[src/rtl/branch_tracker_if.sv]
// Bundle of fetch, commit and predictor-training signals around branch_tracker.
// master is the fetch/commit/predictor side; slave is the tracker itself.
interface branch_tracker_if #(
  parameter int unsigned LOCAL_WIDTH = 6
);
  logic                   rdy_in;
  logic                   alloc_valid;
  logic [31:0]            alloc_pc;
  logic [31:0]            alloc_target;
  logic                   alloc_prediction;
  logic [1:0]             alloc_selection;
  logic                   alloc_ready;
  logic                   resolve_valid;
  logic                   resolve_taken;
  logic                   resolve_ready;
  logic                   transition_signal;
  logic [LOCAL_WIDTH-1:0] transition_addr;
  logic [1:0]             transition_selection;
  logic                   branch;
  logic                   mispredict_valid;
  logic [31:0]            mispredict_pc;
  logic [31:0]            branch_count;
  logic [31:0]            miss_count;

  modport master (
    output rdy_in, alloc_valid, alloc_pc, alloc_target, alloc_prediction, alloc_selection,
    output resolve_valid, resolve_taken,
    input  alloc_ready, resolve_ready, transition_signal, transition_addr,
    input  transition_selection, branch, mispredict_valid, mispredict_pc,
    input  branch_count, miss_count
  );

  modport slave (
    input  rdy_in, alloc_valid, alloc_pc, alloc_target, alloc_prediction, alloc_selection,
    input  resolve_valid, resolve_taken,
    output alloc_ready, resolve_ready, transition_signal, transition_addr,
    output transition_selection, branch, mispredict_valid, mispredict_pc,
    output branch_count, miss_count
  );
endinterface

[src/rtl/branch_tracker.sv]
// In-order queue of predicted conditional branches; trains the predictor on resolve and
// issues a redirect plus wrong-path flush on a misprediction.
module branch_tracker #(
  parameter int unsigned LOCAL_WIDTH = 6,
  parameter int unsigned DEPTH_WIDTH = 3
) (
  input logic             clk_in,
  input logic             rst_in,
  branch_tracker_if.slave bus
);

  localparam int unsigned Depth = 1 << DEPTH_WIDTH;

  typedef logic [DEPTH_WIDTH-1:0] ptr_t;
  typedef logic [DEPTH_WIDTH:0]   cnt_t;

  // Entry storage; contents are don't-care after reset so no reset is applied.
  logic [31:0] pc_mem     [Depth];
  logic [31:0] target_mem [Depth];
  logic        pred_mem   [Depth];
  logic [1:0]  sel_mem    [Depth];

  ptr_t head_q, head_d;
  ptr_t tail_q, tail_d;
  cnt_t count_q, count_d;

  logic                   trans_sig_q, trans_sig_d;
  logic [LOCAL_WIDTH-1:0] trans_addr_q, trans_addr_d;
  logic [1:0]             trans_sel_q, trans_sel_d;
  logic                   branch_q, branch_d;
  logic                   mis_valid_q, mis_valid_d;
  logic [31:0]            mis_pc_q, mis_pc_d;
  logic [31:0]            branch_count_q, branch_count_d;
  logic [31:0]            miss_count_q, miss_count_d;

  logic        not_full;
  logic        not_empty;
  logic        pop;
  logic        flush;
  logic        push;
  logic [31:0] head_pc;
  logic [31:0] head_target;
  logic        head_pred;
  logic [1:0]  head_sel;

  assign not_full  = (count_q != cnt_t'(Depth));
  assign not_empty = (count_q != '0);

  assign head_pc     = pc_mem[head_q];
  assign head_target = target_mem[head_q];
  assign head_pred   = pred_mem[head_q];
  assign head_sel    = sel_mem[head_q];

  assign pop   = bus.resolve_valid & not_empty & bus.rdy_in;
  assign flush = pop & (bus.resolve_taken != head_pred);
  // A flush kills everything younger, including a branch arriving in the same cycle.
  assign push  = bus.alloc_valid & not_full & bus.rdy_in & ~flush;

  always_comb begin
    head_d         = head_q;
    tail_d         = tail_q;
    count_d        = count_q;
    trans_sig_d    = 1'b0;
    trans_addr_d   = trans_addr_q;
    trans_sel_d    = trans_sel_q;
    branch_d       = branch_q;
    mis_valid_d    = 1'b0;
    mis_pc_d       = mis_pc_q;
    branch_count_d = branch_count_q;
    miss_count_d   = miss_count_q;

    if (pop) begin
      trans_sig_d    = 1'b1;
      trans_addr_d   = head_pc[LOCAL_WIDTH+1:2];
      trans_sel_d    = head_sel;
      branch_d       = bus.resolve_taken;
      branch_count_d = branch_count_q + 32'd1;
    end

    if (flush) begin
      mis_valid_d  = 1'b1;
      mis_pc_d     = bus.resolve_taken ? head_target : head_pc + 32'd4;
      miss_count_d = miss_count_q + 32'd1;
      head_d       = '0;
      tail_d       = '0;
      count_d      = '0;
    end else begin
      if (pop) begin
        head_d = head_q + ptr_t'(1);
      end
      if (push) begin
        tail_d = tail_q + ptr_t'(1);
      end
      count_d = count_q + cnt_t'(push) - cnt_t'(pop);
    end
  end

  always_ff @(posedge clk_in or negedge rst_in) begin
    if (!rst_in) begin
      head_q         <= '0;
      tail_q         <= '0;
      count_q        <= '0;
      trans_sig_q    <= 1'b0;
      trans_addr_q   <= '0;
      trans_sel_q    <= '0;
      branch_q       <= 1'b0;
      mis_valid_q    <= 1'b0;
      mis_pc_q       <= '0;
      branch_count_q <= '0;
      miss_count_q   <= '0;
    end else begin
      head_q         <= head_d;
      tail_q         <= tail_d;
      count_q        <= count_d;
      trans_sig_q    <= trans_sig_d;
      trans_addr_q   <= trans_addr_d;
      trans_sel_q    <= trans_sel_d;
      branch_q       <= branch_d;
      mis_valid_q    <= mis_valid_d;
      mis_pc_q       <= mis_pc_d;
      branch_count_q <= branch_count_d;
      miss_count_q   <= miss_count_d;
    end
  end

  always_ff @(posedge clk_in) begin
    if (push) begin
      pc_mem[tail_q]     <= bus.alloc_pc;
      target_mem[tail_q] <= bus.alloc_target;
      pred_mem[tail_q]   <= bus.alloc_prediction;
      sel_mem[tail_q]    <= bus.alloc_selection;
    end
  end

  assign bus.alloc_ready          = not_full;
  assign bus.resolve_ready        = not_empty;
  assign bus.transition_signal    = trans_sig_q;
  assign bus.transition_addr      = trans_addr_q;
  assign bus.transition_selection = trans_sel_q;
  assign bus.branch               = branch_q;
  assign bus.mispredict_valid     = mis_valid_q;
  assign bus.mispredict_pc        = mis_pc_q;
  assign bus.branch_count         = branch_count_q;
  assign bus.miss_count           = miss_count_q;

  // Pointer distance must always agree with the occupancy counter.
  count_bounded: assert property (@(posedge clk_in) disable iff (!rst_in)
    count_q <= cnt_t'(Depth));
  ptr_consistent: assert property (@(posedge clk_in) disable iff (!rst_in)
    ptr_t'(tail_q - head_q) == count_q[DEPTH_WIDTH-1:0]);

endmodule

[src/flat_wrapper.sv]
// flat-port wrapper written by rule: the top's interface ports become plain ports
module branch_tracker_flat 
#(
  parameter int unsigned LOCAL_WIDTH = 6,
  parameter int unsigned DEPTH_WIDTH = 3
)
  (clk_in, rst_in, bus_rdy_in, bus_alloc_valid, bus_alloc_pc, bus_alloc_target, bus_alloc_prediction, bus_alloc_selection, bus_resolve_valid, bus_resolve_taken, bus_alloc_ready, bus_resolve_ready, bus_transition_signal, bus_transition_addr, bus_transition_selection, bus_branch, bus_mispredict_valid, bus_mispredict_pc, bus_branch_count, bus_miss_count);
  branch_tracker_if #(.LOCAL_WIDTH(LOCAL_WIDTH)) bus_i ();
  input logic clk_in;
  input logic rst_in;
  input wire logic [$bits(bus_i.rdy_in)-1:0] bus_rdy_in;
  input wire logic [$bits(bus_i.alloc_valid)-1:0] bus_alloc_valid;
  input wire logic [$bits(bus_i.alloc_pc)-1:0] bus_alloc_pc;
  input wire logic [$bits(bus_i.alloc_target)-1:0] bus_alloc_target;
  input wire logic [$bits(bus_i.alloc_prediction)-1:0] bus_alloc_prediction;
  input wire logic [$bits(bus_i.alloc_selection)-1:0] bus_alloc_selection;
  input wire logic [$bits(bus_i.resolve_valid)-1:0] bus_resolve_valid;
  input wire logic [$bits(bus_i.resolve_taken)-1:0] bus_resolve_taken;
  output wire logic [$bits(bus_i.alloc_ready)-1:0] bus_alloc_ready;
  output wire logic [$bits(bus_i.resolve_ready)-1:0] bus_resolve_ready;
  output wire logic [$bits(bus_i.transition_signal)-1:0] bus_transition_signal;
  output wire logic [$bits(bus_i.transition_addr)-1:0] bus_transition_addr;
  output wire logic [$bits(bus_i.transition_selection)-1:0] bus_transition_selection;
  output wire logic [$bits(bus_i.branch)-1:0] bus_branch;
  output wire logic [$bits(bus_i.mispredict_valid)-1:0] bus_mispredict_valid;
  output wire logic [$bits(bus_i.mispredict_pc)-1:0] bus_mispredict_pc;
  output wire logic [$bits(bus_i.branch_count)-1:0] bus_branch_count;
  output wire logic [$bits(bus_i.miss_count)-1:0] bus_miss_count;
  assign bus_i.rdy_in = bus_rdy_in;
  assign bus_i.alloc_valid = bus_alloc_valid;
  assign bus_i.alloc_pc = bus_alloc_pc;
  assign bus_i.alloc_target = bus_alloc_target;
  assign bus_i.alloc_prediction = bus_alloc_prediction;
  assign bus_i.alloc_selection = bus_alloc_selection;
  assign bus_i.resolve_valid = bus_resolve_valid;
  assign bus_i.resolve_taken = bus_resolve_taken;
  assign bus_alloc_ready = bus_i.alloc_ready;
  assign bus_resolve_ready = bus_i.resolve_ready;
  assign bus_transition_signal = bus_i.transition_signal;
  assign bus_transition_addr = bus_i.transition_addr;
  assign bus_transition_selection = bus_i.transition_selection;
  assign bus_branch = bus_i.branch;
  assign bus_mispredict_valid = bus_i.mispredict_valid;
  assign bus_mispredict_pc = bus_i.mispredict_pc;
  assign bus_branch_count = bus_i.branch_count;
  assign bus_miss_count = bus_i.miss_count;
  branch_tracker #(.LOCAL_WIDTH(LOCAL_WIDTH), .DEPTH_WIDTH(DEPTH_WIDTH)) u_core (.clk_in(clk_in), .rst_in(rst_in), .bus(bus_i));
endmodule
[config.mk]
export PLATFORM = sky130hd
export DESIGN_NAME = branch_tracker_flat
export DESIGN_NICKNAME = d
export VERILOG_FILES = /design/src/rtl/branch_tracker_if.sv /design/src/rtl/branch_tracker.sv /design/src/flat_wrapper.sv
export SDC_FILE = /design/constraint.sdc
export NUM_CORES = 1
export LEC_CHECK = 0
export BUFFER_PORTS_ARGS = -buffer_cell sky130_fd_sc_hd__buf_2
export CAP_MARGIN = 20
export CORE_MARGIN = 2
export CORE_UTILIZATION = 30
export DETAILED_ROUTE_END_ITERATION = 10
export RECOVER_POWER = 50
export SLEW_MARGIN = 20
export SYNTH_ARGS = -nofsm -noshare
export SYNTH_HDL_FRONTEND = slang
export SYNTH_SLANG_ARGS = --single-unit
export TNS_END_PERCENT = 30
[constraint.sdc]
create_clock -name clk_in -period 12.9 [get_ports clk_in]
set_input_delay 0.645 -clock clk_in [delete_from_list [all_inputs] [get_ports clk_in]]
set_output_delay 0.645 -clock clk_in [all_outputs]
set_load 0.1 [all_outputs]
==> results.sh, run 1 <==
export IMPL_maxCapViolCount=2
export IMPL_wl_per_cell_um=21.7
export IMPL_rows=108
export IMPL_htree_num_levels=3
export IMPL_use_met3=0.0464
export IMPL_synth_commonest_cells="edfxtp_1, dfrtp_1, mux2i_1, mux4_2, nand2_1"
export IMPL_gp_congestion=0.831
export IMPL_cp_common_cell="clkbuf_1"
export IMPL_via_per_inst=4.80
export IMPL_grt_max_degree=64
export IMPL_crit_family="buffers and inverters"
export IMPL_p_sw_mw=2.52
export IMPL_comb_power_share=0.325
export IMPL_setup_viol=0
export IMPL_path_max_fanout=60
export IMPL_die_w_um=299
export IMPL_p_leak_nw=10.2
export IMPL_final_setup_tns_ns=0
export IMPL_grt_pass1_wl_um=93200
export IMPL_drtIter0Drc=916
export IMPL_crit_required_ns=12.42
export IMPL_grt_use_total=0.140
export IMPL_wl_um=62900
export IMPL_nFillCells=8257
export IMPL_critPathCaptureType="async pin"
export IMPL_post_route_util=0.352
export IMPL_syn_nets=1562
export IMPL_cts_root_buf="clkbuf_16"
export IMPL_cpPeakStageDelay_ns=2.43
export IMPL_setup_ws_ns=7.08
export IMPL_internal_power_mw=4.24
export IMPL_violations="capacitance limit, slew limit"
export IMPL_ys_top_cells_by_area="edfxtp_1, dfrtp_1, mux4_2"
export IMPL_portBuffers=181
export IMPL_slew_headroom=-1.18
export IMPL_post_cts_buffers=0
export IMPL_ant_nets=0
export IMPL_period_share=0.451
export IMPL_drt_pre_antenna_iters=5
export IMPL_cp_cell_sequence="clkbuf_1 -> clkbuf_1"
export IMPL_grt_use_met2=0.224
export IMPL_met1_usage=0.183
export IMPL_fin_hold_ws_ns=0.391
export IMPL_ff_latch_area_um2=19000
export IMPL_crit_slowest_cell="clkbuf_1"
export IMPL_worst_skew_pair_late_latency_ns=0.61
export IMPL_die_y_um=299
export IMPL_coreArea_um2=86500
export IMPL_post_dp_hpwl_um=40300
export IMPL_synth_most_common_cell="edfxtp_1"
export IMPL_async_flop_share=0.179
export IMPL_start_util=0.302
export IMPL_r2r_start="u_core.head_q[0]"
export IMPL_vdd_drop_max_uv=155
export IMPL_vias=13900
export IMPL_yosys_area_top_type="edfxtp_1"
export IMPL_sw_frac_of_total=0.372
export IMPL_synth_distinct_cells=63
export IMPL_synth_seq_area_share=0.728
export IMPL_ctsResizeCount=0
export IMPL_grt_busiest_layer="met2"
export IMPL_cp_arrival_ns=5.34
export IMPL_synth_top_area_share=0.616
export IMPL_gr_total_overflow=0
export IMPL_grt_pass1_vias=14200
export IMPL_worstHoldStart="bus_alloc_pc[27]"
export IMPL_worstMarginPinSlew_ns=3.27
export IMPL_slew_violations=120
export IMPL_drive_above_1_share=0.187
export IMPL_antenna_found_initial=12
export IMPL_clkSinkCount=653
export IMPL_clk_pin_slew_ns=0.06
export IMPL_run_status="complete, but fails checks"
export IMPL_reg2reg_depth=7
export IMPL_multiInputGateArea_um2=6690
export IMPL_ys_flop_type="edfxtp_1"
export IMPL_ys_seq_elements=653
export IMPL_clk_path_buf_depth=3
export IMPL_die_area_um2=89500
export IMPL_p_seq_frac=0.396
export IMPL_syn_to_final_growth_pct=16.5
export IMPL_synth_cells=1477
export IMPL_cts_hold_repair_buffers=0
export IMPL_hold_viol_final=0
export IMPL_finalNetCount=1774
export IMPL_cts_tree="done"
export IMPL_rsz0062_at_grt="no"
export IMPL_synth_edf_count=536
export IMPL_pwr_share_clk=0.280
export IMPL_drc=0
export IMPL_avgSynthCellArea_um2=17.7
export IMPL_ys_warn_count=0
export IMPL_cp_start_kind="input pin"
export IMPL_fmax_mhz=172
export IMPL_r2r_slack_ns=8.03
export IMPL_cp_startpoint="rst_in"
export IMPL_path_depth=2
export IMPL_cts_buffers=71
export IMPL_power_density_nw_per_um2=222
export IMPL_synth_area_um2=26100
export IMPL_skew_ns=0.0234
export IMPL_r2r_end="u_core.sel_mem[6][0]"
export IMPL_path_buf_inv=2
export IMPL_ios=182
export IMPL_period_needed_ns=5.82
export IMPL_hold_class="input pin to flop"
export IMPL_crit_type="input pin to async pin"
export IMPL_pre_cts_ws_ns=7.75
export IMPL_cp_endpoint="u_core.head_q[2]"
## layout make-up
type                       instances  share of cell area
timing repair buffer             208              0.0327
tap                             1155              0.0475
antenna                            5            0.000411
sequential                       653               0.625
clock buffer                      85              0.0608
multi-input combinational        732               0.220
clock inverter                    45              0.0109
inverter                          23             0.00284
## per-layer routing
layer | routed length [um] | share of wire
met1 | 26800 | 0.43
met2 | 29900 | 0.48
met3 | 4990 | 0.079
met4 | 1080 | 0.017
met5 | 134 | 0.0021
## cell usage in the layout, fill, tap and decap left out, types with 9 or more instances in the layout
cell type	count
o31ai_1	11
or3_1	9
nand3_1	40
nor3_1	32
mux2i_1	107
and3_1	16
nand4_1	15
inv_1	21
ha_1	11
clkbuf_16	72
nand2_1	89
o21ai_0	25
clkbuf_1	132
buf_4	24
buf_2	63
a22oi_1	27
a21oi_1	31
nor2_1	41
edfxtp_1	536
mux4_2	102
xor2_1	23
dfrtp_1	114
xnor2_1	55
clkinv_1	17
clkinv_2	15
## power by group through the flow
stage / registers [mW] / logic, mW / clock network, mW
after global placement: 2.73 / 2.18 / 0
after global routing: 2.70 / 2.33 / 2.02
after floorplan: 3.16 / 1.17 / 0
after CTS: 2.67 / 2.24 / 1.94
after detailed placement: 2.71 / 2.23 / 0
final: 2.67 / 2.20 / 1.89
## worst min path at each step
stage / to / slack (ns) / cells after the start
after floorplan: u_core.bus.branch / 0.35 / 0
after global placement: u_core.bus.branch_count[31] / 0.46 / 1
after detailed placement: u_core.bus.miss_count[31] / 0.47 / 1
after CTS: u_core.bus.miss_count[19] / 0.12 / 1
after global routing: u_core.target_mem[2][24] / 0.37 / 1
final: u_core.pc_mem[5][27] / 0.39 / 1
## state kept, by name, indices dropped and copies added, names as in the netlist
signal,cells
u_core.bus.branch,1
u_core.bus.mispredict_pc,32
u_core.bus.transition_signal,1
u_core.sel_mem,16
u_core.bus.transition_addr,6
u_core.bus.miss_count,32
u_core.pc_mem,256
u_core.tail_q,3
u_core.pred_mem,8
u_core.bus.transition_selection,2
u_core.count_q,4
u_core.bus.branch_count,32
u_core.head_q,3
u_core.target_mem,256
u_core.bus.mispredict_valid,1
## through the flow
stage          power (mW)  instance area (um^2)  instances
3_3_place_gp         4.91                 28300       2769
5_1_grt              7.05                 30400       2901
3_5_place_dp         4.95                 28400       2770
4_1_cts              6.85                 30600       2900
6_report             6.76                 30500       2906
2_1_floorplan        4.33                 26100       1477
## logic make-up after synthesis
| logic type | Yosys count | synth area share |
|---|---|---|
| buffers and inverters | 92 | 0.0187 |
| DFF | 653 | 0.728 |
| adders and majority gates | 12 | 0.00603 |
| and+or+nand+nor | 309 | 0.0603 |
| xor gates and xnor gates | 78 | 0.0261 |
| AOI/OAI and AO/OA | 117 | 0.0287 |
| muxes | 216 | 0.132 |
(Power assumes the default switching activity.)
==> run 2: changes to the inputs <==
==> constraint.sdc (replaced) <==
create_clock -name clk_in -period 4.9 [get_ports clk_in]
set_input_delay 0.245 -clock clk_in [delete_from_list [all_inputs] [get_ports clk_in]]
set_output_delay 0.245 -clock clk_in [all_outputs]
set_load 0.1 [all_outputs]
==> run 2 against run 1 <==
The flow now finishes without violations. Sequential share of layout area decreased by 2.0 points. Worst setup slack worse by 5.9 ns. Via count is 4.1% higher. Die area unchanged. Critical path type is now flop to flop.
==> results.sh, run 2 (same netlist as run 1, synthesis figures left out) <==
export IMPL_internal_power_mw=11.7
export IMPL_die_area_um2=89500
export IMPL_period_needed_ns=3.68
export IMPL_gr_total_overflow=0
export IMPL_setup_viol=0
export IMPL_portBuffers=181
export IMPL_die_y_um=299
export IMPL_clk_path_buf_depth=3
export IMPL_cts_buffers=70
export IMPL_clkSinkCount=653
export IMPL_p_seq_frac=0.383
export IMPL_run_status="complete, no violations"
export IMPL_coreArea_um2=86500
export IMPL_path_max_fanout=23
export IMPL_drive_above_1_share=0.160
export IMPL_ant_nets=0
export IMPL_fin_hold_ws_ns=0.163
export IMPL_crit_required_ns=5.36
export IMPL_nFillCells=8192
export IMPL_start_util=0.302
export IMPL_period_share=0.751
export IMPL_path_buf_inv=2
export IMPL_rows=108
export IMPL_drt_pre_antenna_iters=5
export IMPL_hold_viol_final=0
export IMPL_worstMarginPinSlew_ns=1.35
export IMPL_sw_frac_of_total=0.366
export IMPL_pre_cts_ws_ns=1.23
export IMPL_wl_um=65100
export IMPL_grt_max_degree=86
export IMPL_drc=0
export IMPL_post_cts_buffers=0
export IMPL_crit_family="multiplexers"
export IMPL_vias=14500
export IMPL_pwr_share_clk=0.293
export IMPL_cts_tree="done"
export IMPL_p_leak_nw=10.5
export IMPL_top_regs="u_core.pc_mem (256), u_core.target_mem (256)"
export IMPL_syn_to_final_growth_pct=20.3
export IMPL_drtIter0Drc=1189
export IMPL_antenna_found_initial=9
export IMPL_vdd_drop_max_uv=680
export IMPL_htree_num_levels=3
export IMPL_wl_per_cell_um=21.9
export IMPL_maxCapViolCount=0
export IMPL_power_density_nw_per_um2=585
export IMPL_setup_ws_ns=1.22
export IMPL_cp_cell_sequence="mux4_2 -> mux2i_2 -> buf_4 -> mux2_4 -> inv_2 -> nand4_2 -> nor3_1 -> nand4_1 -> xnor2_1"
export IMPL_power_mw=18.4
export IMPL_skew_ns=0.0267
export IMPL_mostFrequentLayoutCells="edfxtp_1, clkbuf_1, dfrtp_1, mux2i_1, mux4_2"
export IMPL_ios=182
export IMPL_critPathCaptureType="flop"
export IMPL_slew_headroom=0.101
export IMPL_dp_cells=2777
export IMPL_die_w_um=299
export IMPL_p_sw_mw=6.73
export IMPL_post_dp_hpwl_um=41200
export IMPL_rsz0062_at_grt="no"
export IMPL_comb_power_share=0.324
export IMPL_fmax_mhz=272
export IMPL_cts_root_buf="clkbuf_16"
export IMPL_crit_type="flop to flop"
export IMPL_worst_skew_pair_late_latency_ns=0.61
export IMPL_grt_pass1_wl_um=96400
export IMPL_final_setup_tns_ns=0
export IMPL_crit_slowest_cell="dfrtp_4"
export IMPL_fin_cells=2975
export IMPL_ff_latch_area_um2=19000
export IMPL_grt_use_total=0.144
export IMPL_finalNetCount=1847
export IMPL_cp_arrival_ns=4.14
export IMPL_clk_pin_slew_ns=0.06
export IMPL_hold_class="input pin to flop"
export IMPL_grt_pass1_vias=14700
export IMPL_gp_congestion=0.851
export IMPL_slew_violations=0
export IMPL_cpPeakStageDelay_ns=0.73
export IMPL_final_common_cell="edfxtp_1"
export IMPL_via_per_inst=4.88
export IMPL_cp_start_kind="flop"
export IMPL_multiInputGateArea_um2=6690
run 2: worst reg2reg max path, delay by kind of cell, from the launching register on:
family / cells / cell delay (ns)
xor+xnor: 1 / 0.16
buf+inv: 2 / 0.47
flops: 1 / 0.73
mux: 3 / 1.12
simple gates: 3 / 1.07
run 2: layout make-up:
type	instances	area share
inverters	23	0.00275
well taps	1155	0.0460
multi-input cells	732	0.213
diodes	3	0.000239
repair buffers	282	0.0584
flip-flops and latches	653	0.605
clock buffers	94	0.0606
clock inverters	33	0.0137
run 2: repair_timing:
item / 4_1_cts / 5_1_grt
resized for setup: 0 / 0
hold buffers: 68 / 0
hold endpoints to repair: 606 / 0
endpoints found under the setup margin: 0 / 0
run 2: routing by layer:
layer,global-route usage,wire [um],up-vias
met5,0,7,-
met4,0.0333,1220,2
met3,0.0346,4770,93
met2,0.226,30000,501
met1,0.201,29200,7545
li1,-,-,6373
run 2: power by group through the flow:
stage                     Sequential (mW)  Combinational, mW  Clock, mW
after floorplan                      8.30               3.09          0
after global placement               7.13               5.93          0
after detailed placement             7.16               5.98          0
after CTS                            7.05               6.05       5.51
after global routing                 7.10               6.34       5.72
final                                7.04               5.96       5.39
run 2: stage by stage:
stage / utilization / instance area [um^2]
after floorplan: - / 26100
after global placement: 0.331 / 28600
after detailed placement: 0.331 / 28600
after CTS: 0.366 / 31600
after global routing: 0.363 / 31400
final: 0.364 / 31400
run 2: worst paths after layout:
kind / start / end / slack (ns) / depth (start not counted)
max reg2reg: u_core.head_q[0] / u_core.bus.miss_count[29] / 1.22 / 9
max in group asynchronous: rst_in / u_core.head_q[0] / 3.26 / 3
min reg2reg: u_core.bus.branch_count[31] / u_core.bus.branch_count[31] / 0.47 / 1
min in group asynchronous: rst_in / u_core.bus.branch_count[19] / 0.32 / 2
min: bus_resolve_taken / u_core.bus.branch / 0.16 / 3
max: u_core.head_q[0] / u_core.bus.miss_count[29] / 1.22 / 9
==> run 3: changes to the inputs <==
==> constraint.sdc (replaced) <==
create_clock -name clk_in -period 3.2 [get_ports clk_in]
set_input_delay 0.16 -clock clk_in [delete_from_list [all_inputs] [get_ports clk_in]]
set_output_delay 0.16 -clock clk_in [all_outputs]
set_load 0.1 [all_outputs]
==> run 3 against run 2 <==
The flow now finishes with violations (capacitance limit, slew limit). Combinational power increased by 63%. Non-clock buffer count is 45 higher. First-iteration DRC count increased by 1.6%. Critical path depth grew 3. Hold slack worse by 0.081 ns. Critical endpoint is now u_core.bus.mispredict_pc[30]. Largest cell class unchanged. Largest power group unchanged.
==> results.sh, run 3 (same netlist as run 1, synthesis figures left out) <==
export IMPL_run_status="complete, but fails checks"
export IMPL_violations="capacitance limit, slew limit"
export IMPL_die_y_um=299
export IMPL_via_per_inst=4.81
export IMPL_crit_type="flop to flop"
export IMPL_cp_cell_sequence="buf_4 -> nor2_1 -> buf_4 -> a22oi_1 -> nand3_1 -> inv_1 -> ha_1 -> inv_1 -> nor4_2 -> and2_0 -> o21ai_0 -> a211o_1"
export IMPL_cp_startpoint="u_core.head_q[2]"
export IMPL_portBuffers=181
export IMPL_cts_tree="done"
export IMPL_post_route_util=0.367
export IMPL_top_regs="u_core.pc_mem (256), u_core.target_mem (256)"
export IMPL_die_w_um=299
export IMPL_gp_congestion=0.850
export IMPL_design_area_um2=31700
export IMPL_grt_pass1_wl_um=96300
export IMPL_critPathCaptureType="flop"
export IMPL_finalNetCount=1889
export IMPL_clk_pin_slew_ns=0.06
export IMPL_mostFrequentLayoutCells="edfxtp_1, clkbuf_1, dfrtp_1, mux2i_1, mux4_2"
export IMPL_placed_area_um2=29100
export IMPL_ios=182
export IMPL_path_max_fanout=16
export IMPL_p_leak_nw=10.7
export IMPL_clk_path_buf_depth=3
export IMPL_hold_class="input pin to flop"
export IMPL_r2r_slack_ns=0.27
export IMPL_cp_endpoint="u_core.bus.mispredict_pc[30]"
export IMPL_power_density_nw_per_um2=879
export IMPL_worstMarginPinSlew_ns=1.56
export IMPL_worstHoldStart="bus_resolve_taken"
export IMPL_nFillCells=8127
export IMPL_drive_above_1_share=0.198
export IMPL_drt_pre_antenna_iters=5
export IMPL_start_util=0.302
export IMPL_syn_to_final_growth_pct=21.4
export IMPL_fmax_mhz=342
export IMPL_htree_num_levels=3
export IMPL_grt_max_degree=70
export IMPL_skew_ns=0.0239
export IMPL_r2r_end="u_core.bus.mispredict_pc[30]"
export IMPL_r2r_start="u_core.head_q[2]"
export IMPL_maxCapViolCount=1
export IMPL_rsz0062_at_grt="no"
export IMPL_setup_ws_ns=0.273
export IMPL_final_setup_tns_ns=0
export IMPL_reg2reg_depth=12
export IMPL_cp_arrival_ns=3.40
export IMPL_period_needed_ns=2.93
export IMPL_post_dp_hpwl_um=42500
export IMPL_antenna_found_initial=4
export IMPL_final_common_cell="edfxtp_1"
export IMPL_gr_total_overflow=0
export IMPL_wl_per_cell_um=21.3
export IMPL_die_area_um2=89500
export IMPL_slew_violations=58
export IMPL_grt_pass1_vias=14800
export IMPL_grt_use_total=0.143
export IMPL_drtIter0Drc=1208
export IMPL_crit_required_ns=3.68
export IMPL_pre_cts_ws_ns=0.165
export IMPL_wl_um=64200
export IMPL_clkSinkCount=653
export IMPL_period_share=0.915
export IMPL_fin_hold_ws_ns=0.0823
export IMPL_hold_viol_final=0
export IMPL_cp_start_kind="flop"
export IMPL_vias=14500
export IMPL_ant_nets=0
export IMPL_cts_buffers=67
export IMPL_setup_viol=0
export IMPL_cts_root_buf="clkbuf_16"
export IMPL_rows=108
export IMPL_vdd_drop_max_uv=922
export IMPL_crit_slowest_cell="and2_0"
export IMPL_cpPeakStageDelay_ns=0.46
export IMPL_coreArea_um2=86500
export IMPL_slew_headroom=-0.0383
export IMPL_drc=0
export IMPL_worst_skew_pair_late_latency_ns=0.61
## run 3: cell types whose count changed in the layout (fill, tap and decap cells not counted), moves of 3 or more
cell        before  now
buf_2           29   60
clkbuf_16       73   69
clkinv_1        15    9
clkbuf_1       172  139
bufinv_16       10    4
clkbuf_8         0    4
buf_4           19   54
buf_12          15   23
clkinvlp_4       0    3
## run 3: layer usage
metal | vias to the layer above | wire [um] | global-route usage
li1 | 6450 | - | -
met1 | 7470 | 28100 | 0.198
met2 | 452 | 30300 | 0.225
met3 | 82 | 4460 | 0.0333
met4 | 2 | 1330 | 0.0389
met5 | - | 13 | 0
## run 3: worst max-delay path: cells and delay by family, from the launching register on
kind            cells  cell delay [ns]
compound gates      3             0.66
simple gates        4             0.97
fa+ha+maj           1             0.18
buf+inv             4             0.59
flops               1             0.41
## run 3: final cells by class
type | instances | area, um^2 | area share
Sequential cell | 653 | 19000 | 0.600
Clock buffer | 91 | 1850 | 0.0583
Clock inverter | 24 | 255 | 0.00805
Tap cell | 1155 | 1450 | 0.0456
Timing Repair Buffer | 327 | 2310 | 0.0727
Antenna cell | 3 | 7.51 | 0.000237
Multi-Input combinational cell | 732 | 6730 | 0.212
Inverter | 23 | 86.3 | 0.00272
## run 3: what timing repair did
action,in CTS,in global routing
hold buffers,68,0
hold endpoints to repair,592,0
buffers inserted,0,0
setup endpoints to repair,0,1
gates resized for setup,0,1
## run 3: where the power goes
part | switching (mW) | total (mW) | internal, mW | leakage, nW
logic | 6.50 | 9.69 | 3.19 | 3.39
registers | 0.569 | 10.6 | 10.0 | 6.34
clock network | 3.18 | 7.57 | 4.39 | 1.02
total | 10.2 | 27.9 | 17.6 | 10.7
## run 3: worst min-delay path by stage
stage                                            to  slack, ns  cells after the start
final                             u_core.bus.branch       0.08                      3
after global routing              u_core.bus.branch       0.09                      3
after CTS                         u_core.bus.branch       0.04                      3
after detailed placement  u_core.bus.miss_count[19]       0.30                      1
after global placement    u_core.bus.miss_count[23]       0.28                      1
after floorplan                   u_core.bus.branch      -0.14                      0
## run 3: stage by stage
step | std cells | power (mW)
4_1_cts | 3005 | 28.2
6_report | 3008 | 27.9
3_5_place_dp | 2822 | 20.5
2_1_floorplan | 1477 | 17.5
3_3_place_gp | 2822 | 20.4
5_1_grt | 3008 | 29.1
